`config.mk`:
```
export PLATFORM = sky130hd
export DESIGN_NAME = alu_flagged_seq
export DESIGN_NICKNAME = d
export VERILOG_FILES = /design/src/rtl/alu_flagged_seq.sv
export SDC_FILE = /design/constraint.sdc
export NUM_CORES = 1
export LEC_CHECK = 0
export BUFFER_PORTS_ARGS = -buffer_cell sky130_fd_sc_hd__buf_2
export CAP_MARGIN = 30
export CORE_MARGIN = 4
export CORE_UTILIZATION = 60
export DETAILED_ROUTE_END_ITERATION = 6
export GPL_TIMING_DRIVEN = 0
export PLACE_DENSITY_LB_ADDON = 0.3
export SKIP_CTS_REPAIR_TIMING = 1
export SLEW_MARGIN = 10
export SYNTH_ARGS = -nofsm -noshare
export SYNTH_HDL_FRONTEND = slang
export SYNTH_SLANG_ARGS = --single-unit
```
`constraint.sdc`:
```
create_clock -name clk -period 7.1 [get_ports clk]
set_clock_uncertainty 0.15 [all_clocks]
set_input_delay 0.71 -clock clk [delete_from_list [all_inputs] [get_ports clk]]
set_output_delay 0.71 -clock clk [all_outputs]
set_load 0.1 [all_outputs]
```
`src/rtl/alu_flagged_seq.sv`:
```
// alu_flagged_seq: registered ALU with status flags. All operations except
// MUL complete in one cycle; MUL runs a shift-add loop, one multiplier bit per
// cycle, during which the block refuses new requests.
module alu_flagged_seq #(
   parameter int WIDTH = 4
) (
   input  logic             clk,
   input  logic             rst_n,
   input  logic             in_valid,
   output logic             in_ready,
   input  logic [WIDTH-1:0] a,
   input  logic [WIDTH-1:0] b,
   input  logic [2:0]       sel,
   output logic             out_valid,
   output logic [WIDTH-1:0] y,
   output logic [WIDTH:0]   full_result,
   output logic             zero,
   output logic             negative,
   output logic             carry,
   output logic             overflow,
   output logic             busy
);

   typedef enum logic [2:0] {
      OP_ADD = 3'b000,
      OP_SUB = 3'b001,
      OP_AND = 3'b010,
      OP_OR  = 3'b011,
      OP_XOR = 3'b100,
      OP_ADC = 3'b101,
      OP_MUL = 3'b110,
      OP_SHL = 3'b111
   } op_t;

   typedef enum logic {
      IDLE,
      MUL_BUSY
   } state_t;

   localparam int CNT_W = (WIDTH > 2) ? $clog2(WIDTH) : 1;
   localparam logic [CNT_W-1:0] LAST_STEP = CNT_W'(WIDTH - 1);

   state_t             state;
   state_t             state_next;
   logic               mul_done;
   logic               accept;
   logic               start_mul;

   logic [WIDTH:0]     op_full;
   logic               op_carry;
   logic               op_ovf;

   logic [2*WIDTH-1:0] acc;
   logic [2*WIDTH-1:0] acc_next;
   logic [2*WIDTH-1:0] mcand_sh;
   logic [WIDTH-1:0]   mplier;
   logic [CNT_W-1:0]   step;
   logic               mul_carry;

   assign in_ready  = (state == IDLE);
   assign busy      = (state == MUL_BUSY);
   assign accept    = in_valid && in_ready;
   assign start_mul = accept && (op_t'(sel) == OP_MUL);

   // State register; reset is sampled on the clock edge.
   always_ff @(posedge clk) begin
      if (!rst_n) state <= IDLE;
      else        state <= state_next;
   end

   // Next state: leave IDLE on an accepted MUL, return after the last step.
   always_comb begin
      state_next = state;
      mul_done   = 1'b0;
      case (state)
         IDLE:     if (start_mul) state_next = MUL_BUSY;
         MUL_BUSY: begin
            if (step == LAST_STEP) begin
               state_next = IDLE;
               mul_done   = 1'b1;
            end
         end
         default:  state_next = IDLE;
      endcase
   end

   // Single-cycle result, carry and signed overflow for the current request.
   // ADC reads the carry flag register, i.e. the value held at accept time.
   always_comb begin
      op_full  = '0;
      op_carry = 1'b0;
      op_ovf   = 1'b0;
      case (op_t'(sel))
         OP_ADD: begin
            op_full  = {1'b0, a} + {1'b0, b};
            op_carry = op_full[WIDTH];
            op_ovf   = (a[WIDTH-1] == b[WIDTH-1]) && (op_full[WIDTH-1] != a[WIDTH-1]);
         end
         OP_ADC: begin
            op_full  = {1'b0, a} + {1'b0, b} + {{WIDTH{1'b0}}, carry};
            op_carry = op_full[WIDTH];
            op_ovf   = (a[WIDTH-1] == b[WIDTH-1]) && (op_full[WIDTH-1] != a[WIDTH-1]);
         end
         OP_SUB: begin
            op_full  = {1'b0, a} - {1'b0, b};
            op_carry = op_full[WIDTH];
            op_ovf   = (a[WIDTH-1] != b[WIDTH-1]) && (op_full[WIDTH-1] != a[WIDTH-1]);
         end
         OP_AND: op_full = {1'b0, a & b};
         OP_OR:  op_full = {1'b0, a | b};
         OP_XOR: op_full = {1'b0, a ^ b};
         OP_SHL: begin
            op_full  = {a, 1'b0};
            op_carry = a[WIDTH-1];
         end
         OP_MUL: op_full = '0;
         default: op_full = '0;
      endcase
   end

   // One shift-add step: add the shifted multiplicand when the current
   // multiplier LSB is set.
   assign acc_next  = acc + (mplier[0] ? mcand_sh : '0);
   assign mul_carry = |acc_next[2*WIDTH-1:WIDTH];

   // Multiplier working registers: load on accept, step once per busy cycle.
   // NOTE: these carry no reset; they are always loaded on accept before being read.
   always_ff @(posedge clk) begin
      if (start_mul) begin
         acc      <= '0;
         mcand_sh <= {{WIDTH{1'b0}}, a};
         mplier   <= b;
         step     <= '0;
      end else if (state == MUL_BUSY) begin
         acc      <= acc_next;
         mcand_sh <= mcand_sh << 1;
         mplier   <= mplier >> 1;
         step     <= step + 1'b1;
      end
   end

   // Output registers: written only when a result completes, held otherwise;
   // out_valid is a one-cycle pulse.
   always_ff @(posedge clk) begin
      if (!rst_n) begin
         out_valid   <= 1'b0;
         y           <= '0;
         full_result <= '0;
         zero        <= 1'b0;
         negative    <= 1'b0;
         carry       <= 1'b0;
         overflow    <= 1'b0;
      end else begin
         out_valid <= 1'b0;
         if (mul_done) begin
            out_valid   <= 1'b1;
            y           <= acc_next[WIDTH-1:0];
            full_result <= {mul_carry, acc_next[WIDTH-1:0]};
            zero        <= (acc_next[WIDTH-1:0] == '0);
            negative    <= acc_next[WIDTH-1];
            carry       <= mul_carry;
            overflow    <= 1'b0;
         end else if (accept && !start_mul) begin
            out_valid   <= 1'b1;
            y           <= op_full[WIDTH-1:0];
            full_result <= {op_carry, op_full[WIDTH-1:0]};
            zero        <= (op_full[WIDTH-1:0] == '0);
            negative    <= op_full[WIDTH-1];
            carry       <= op_carry;
            overflow    <= op_ovf;
         end
      end
   end

endmodule

```
# Word-level counts from Yosys, hierarchy flattened
# Cells that the tools add are included.
[totals]
input_bits = 14
out_inout_bits = 16
register_bits = 37
elab_cells = 75
[op_classes]
eq_ne = 13
n_reduce_logical = 14
add_sub_neg = 5
muxes = 25
n_bitwise = 5
[op_table]
columns = ["operator", "count"]
rows = [
  ["$pmux 4 s8", 1],
  ["$mux 4", 6],
  ["$eq 3x3->1 const B", 4],
  ["$mux 1", 12],
  ["$mux 5", 2],
  ["$add 8x8->8", 1],
  ["$logic_not 4->1", 2],
  ["$mux 8", 1],
  ["$eq 3x2->1 const B", 2],
  ["$logic_and 1x1->1", 6],
  ["$add 4x4->5", 1],
  ["$add 5x1->5", 1],
  ["$sub 4x4->5", 1],
  ["$and 4x4->4", 1],
  ["$ne 1x1->1", 4],
  ["$or 4x4->4", 1],
  ["$pmux 1 s4", 1],
  ["$reduce_bool 2->1", 2],
  ["$reduce_or 4->1", 1],
  ["$xor 4x4->4", 1],
  ["$eq 3x1->1 const B", 1],
  ["$logic_not 3->1", 1],
  ["$pmux 1 s3", 1],
  ["$add 2x1->2 const B", 1],
  ["other kinds (6)", 7],
]

# Depth between registers and ports, before layout
[depth]
word_depth = 7
depth_mapped = 10
depth_no_buf = 10

# Worst setup path after synthesis
# Ideal clock, no wire load.
[synth_timing]
path_type = "input to register"
start = "input port a[0]"
end = "register zero"
setup_slack_ns = 4.078
t_required_ns = 6.875
n_path_buf = 0
setup_time_ns = 0.075
t_arrival_ns = 2.797
cell_stages = 8
cell_sequence = "ha_1 fa_1 ha_1 mux4_2 o22ai_1 nand2_1 a2111oi_4 o2bb2ai_1"
[synth_via]
elab_chain_len = 6
word_cells_on_any_way = 10
classes_between = "add/sub (3); mux (3); bitwise (3); reduce/logical (1)"
[synth_lines]
columns = ["element", "line", "source"]
rows = [
  ["start, declared", "11", "input logic [WIDTH-1:0] a,"],
  ["$add 4x4->5", "95, 100", ""],
  ["$add 5x1->5", "100", "op_full = {1'b0, a} + {1'b0, b} + {{WIDTH{1'b0}}, carry};"],
  ["$pmux 4 s8 (*)", "93", "case (op_t'(sel))"],
  ["$logic_not 4->1 (*)", "167", "zero <= (op_full[WIDTH-1:0] == '0);"],
  ["$mux 1 (*)", "163", "end else if (accept && !start_mul) begin"],
  ["$mux 1 (*)", "155", "if (mul_done) begin"],
  ["end signal, assigned", "159", "zero <= (acc_next[WIDTH-1:0] == '0);"],
  ["end signal, assigned", "167", ""],
  ["end, declared", "17", "output logic zero,"],
]
# Every way passes the cells marked *; elsewhere a longest branch is shown, timed or not. The select of a mux whose other input is x is not followed.
# A chain may end at the register's enable or synchronous reset.

# Worst setup path after layout
[layout_timing]
start = "input port b[0]"
end = "register zero"
[layout_via]
elab_chain_len = 6
word_cells_on_any_way = 10
classes_between = "add/sub (3); mux (3); bitwise (3); reduce/logical (1)"
[layout_lines]
columns = ["element", "line", "source"]
rows = [
  ["start, declared", "12", "input logic [WIDTH-1:0] b,"],
  ["$add 4x4->5", "95, 100", ""],
  ["$add 5x1->5", "100", ""],
  ["$pmux 4 s8 (*)", "93", ""],
  ["$logic_not 4->1 (*)", "167", ""],
  ["$mux 1 (*)", "163", ""],
  ["$mux 1 (*)", "155", ""],
]
# Marked as above.

==> flow_metrics.tcl <==
set metrics [dict create \
    grt_pass1_wl_um 9420 \
    tightest_slew_ns 0.487 \
    cts_buffers 5 \
    synth_cell_types 58 \
    num_antenna_cells 0 \
    die_w_um 71.6 \
    outcome "complete, no violations" \
    pre_cts_ws_ns 3.81 \
    p_leak_uw 0.00126 \
    dieArea_um2 5130 \
    synth-seq-area-share_pct 28.9 \
    clk_latency_ns 0.27 \
    tns_ns 0 \
    first_pass_iters 4 \
    vias 2168 \
    grt_util_met1_pct 30.6 \
    cap_violations 0 \
    setup_ws_ns 4.09 \
    postSynthAreaPerCell_um2 8.40 \
    drive_gt1_share_pct 18.2 \
    drt-initial-drc-count 131 \
    fin_nets 362 \
    max_slew_margin_pct 67.7 \
    antenna_found_initial 0 \
    rsz0062_at_grt "false" \
    power.density_nw_per_um2 244 \
    ys_warn_count 0 \
    rows 22 \
    setup_violations 0 \
    max_freq_mhz 332 \
    syn_inst 289 \
    min_period_over_period_pct 42.5 \
    grt_use_met2_pct 37.4 \
    async_flop_share_pct 0 \
    syn_to_final_growth_pct 12.5 \
    grt_util_all_layers_pct 22.8 \
    hold_violations 0 \
    ys_ff_latch 31 \
    gp_congestion 0.888 \
    path_class "primary input to register" \
    worst_hold_path_type "register to register" \
    crit_required_ns 7.16 \
    fin_crit_ns 3.01 \
    grt_pass1_vias 2108 \
    cts_buffer_depth 2 \
    root_buffer "clkbuf_8" \
    post-route-util_pct 72.4 \
    netlist_area_um2 2430 \
    cts_tree "yes" \
    end_kind "register" \
    crit_path_start_kind "primary input" \
    grt_max_degree 11 \
    io_buffers 27 \
    vias_per_cell 5.83 \
    cp_data_arrival_time_ns 3.07 \
    place.detailed.hpwl_um 4180 \
    core_area_um2 3770 \
    top_usage_layer "met2" \
    cts.sinks 31 \
    io_pins 30 \
    fillCellCount 302 \
    route.detailed.drc 0 \
    ant_nets 0 \
    drt-wirelength-per-cell_um 14.4 \
    holdWs_ns 0.317 \
    peakVddDrop_v 0.000118 \
    synthesis.nets 328 \
    synth_flop_cell "dfxtp_1" \
    dpl_cell_area_um2 2620 \
    clk_pin_slew_ns 0.07 \
    drt-total-wl_um 5370 \
    gr-usage-met3_pct 4.63 \
    design_area_um2 2730 \
    htreeDepth 2 \
    drv_slew 0 \
    synth-edff-count 8 \
    die_h_um 71.6 \
    grt_overflow 0 \
    worstPathMaxFanout 3 \
    start_util_pct 64.4 \
]
[kinds of logic (layout without fill, tap and decap cells)]
logic type      Yosys count  count (layout)  synth area share (%)
compound gates           73              73                  20.3
xor+xnor                 13              13                  5.88
fa+ha+maj                25              25                  13.8
buf+inv                  38              73                  7.63
flops                    31              31                  28.9
mux                       6               6                  3.04
simple gates            103             103                  20.5
[placed cells by master (no fill, tap or decap), types with 3 or more instances in the layout]
cell | Yosys | routed
xnor2_1 | 8 | 8
clkbuf_8 | 0 | 5
buf_4 | 8 | 8
inv_1 | 18 | 18
ha_1 | 22 | 22
a22o_1 | 3 | 3
a211oi_1 | 4 | 4
a21o_1 | 3 | 3
and2_1 | 8 | 8
fa_1 | 3 | 3
a21oi_1 | 13 | 13
o21ai_0 | 21 | 21
clkbuf_1 | 7 | 7
nor2_1 | 21 | 21
nand2b_1 | 3 | 3
edfxtp_1 | 8 | 8
mux2i_1 | 4 | 4
dfxtp_1 | 23 | 23
nor3b_1 | 4 | 4
nand3_1 | 7 | 7
o22ai_1 | 4 | 4
buf_2 | 4 | 31
nand2_1 | 42 | 42
nor2b_1 | 5 | 5
[critical path: stages]
cell and delay, ns:
buf_2 0.12, ha_1 0.23, fa_1 0.48, ha_1 0.30, mux4_2 0.47, o22ai_1 0.16, nand2_1 0.14, a2111oi_4 0.33
o2bb2ai_1 0.14
[flip-flops by register name, indices dropped and copies added, names as in the netlist]
register and cells:
out_valid 1, y 3, overflow 1, zero 1, mplier 4, full_result 2, acc 8, step 2
busy 1, mcand_sh 8
[power by group]
part	leakage (uW)	total, uW	switching (uW)	internal (uW)
clock network	0.0000556	169	66.6	103
registers	0.000263	235	20.6	215
logic	0.000939	263	164	98.8
total	0.00126	667	251	416
[per-layer routing]
metal | up-vias | wire (um) | part of all wire (%)
li1 | 1072 | - | -
met4 | 0 | 22 | 0.41
met5 | - | 0 | 0
met1 | 1027 | 2450 | 46
met3 | 2 | 323 | 6.0
met2 | 67 | 2570 | 48
[Yosys cell counts, types with 5 or more instances]
cell	count	area, um^2
ha_1	22	275
and2_1	8	50.1
edfxtp_1	8	240
nor2_1	21	78.8
nor2b_1	5	31.3
buf_4	8	60.1
o21ai_0	21	105
dfxtp_1	23	460
nand3_1	7	35.0
inv_1	18	67.6
xnor2_1	8	70.1
nand2_1	42	158
a21oi_1	13	65.1
clkbuf_1	7	26.3
[path summary, 6_finish.rpt]
| path | start | endpoint | slack [ns] | cells after the start |
|---|---|---|---|---|
| setup reg to reg | mplier[0] | full_result[4] | 4.56 | 10 |
| hold / removal | acc[0] | acc[0] | 0.32 | 2 |
| hold reg to reg | acc[0] | acc[0] | 0.32 | 2 |
| setup / recovery | b[0] | zero | 4.09 | 9 |
[area by class of cell]
class | instances | area [um^2] | area share [%]
clock inverters | 3 | 38.8 | 1.42
plain buffers | 20 | 118 | 4.31
well taps | 48 | 60.1 | 2.20
flip-flops and latches | 31 | 701 | 25.7
clock buffers | 5 | 68.8 | 2.52
repair buffers | 27 | 135 | 4.95
multi-input cells | 220 | 1540 | 56.5
inverters | 18 | 67.6 | 2.47
[stage by stage]
step           total power [uW]  std cells
2_1_floorplan               447        289
6_report                    667        372
5_1_grt                     714        372
4_1_cts                     669        372
3_3_place_gp                491        364
3_5_place_dp                499        364
No activity file was read; power rests on OpenSTA's default activity.
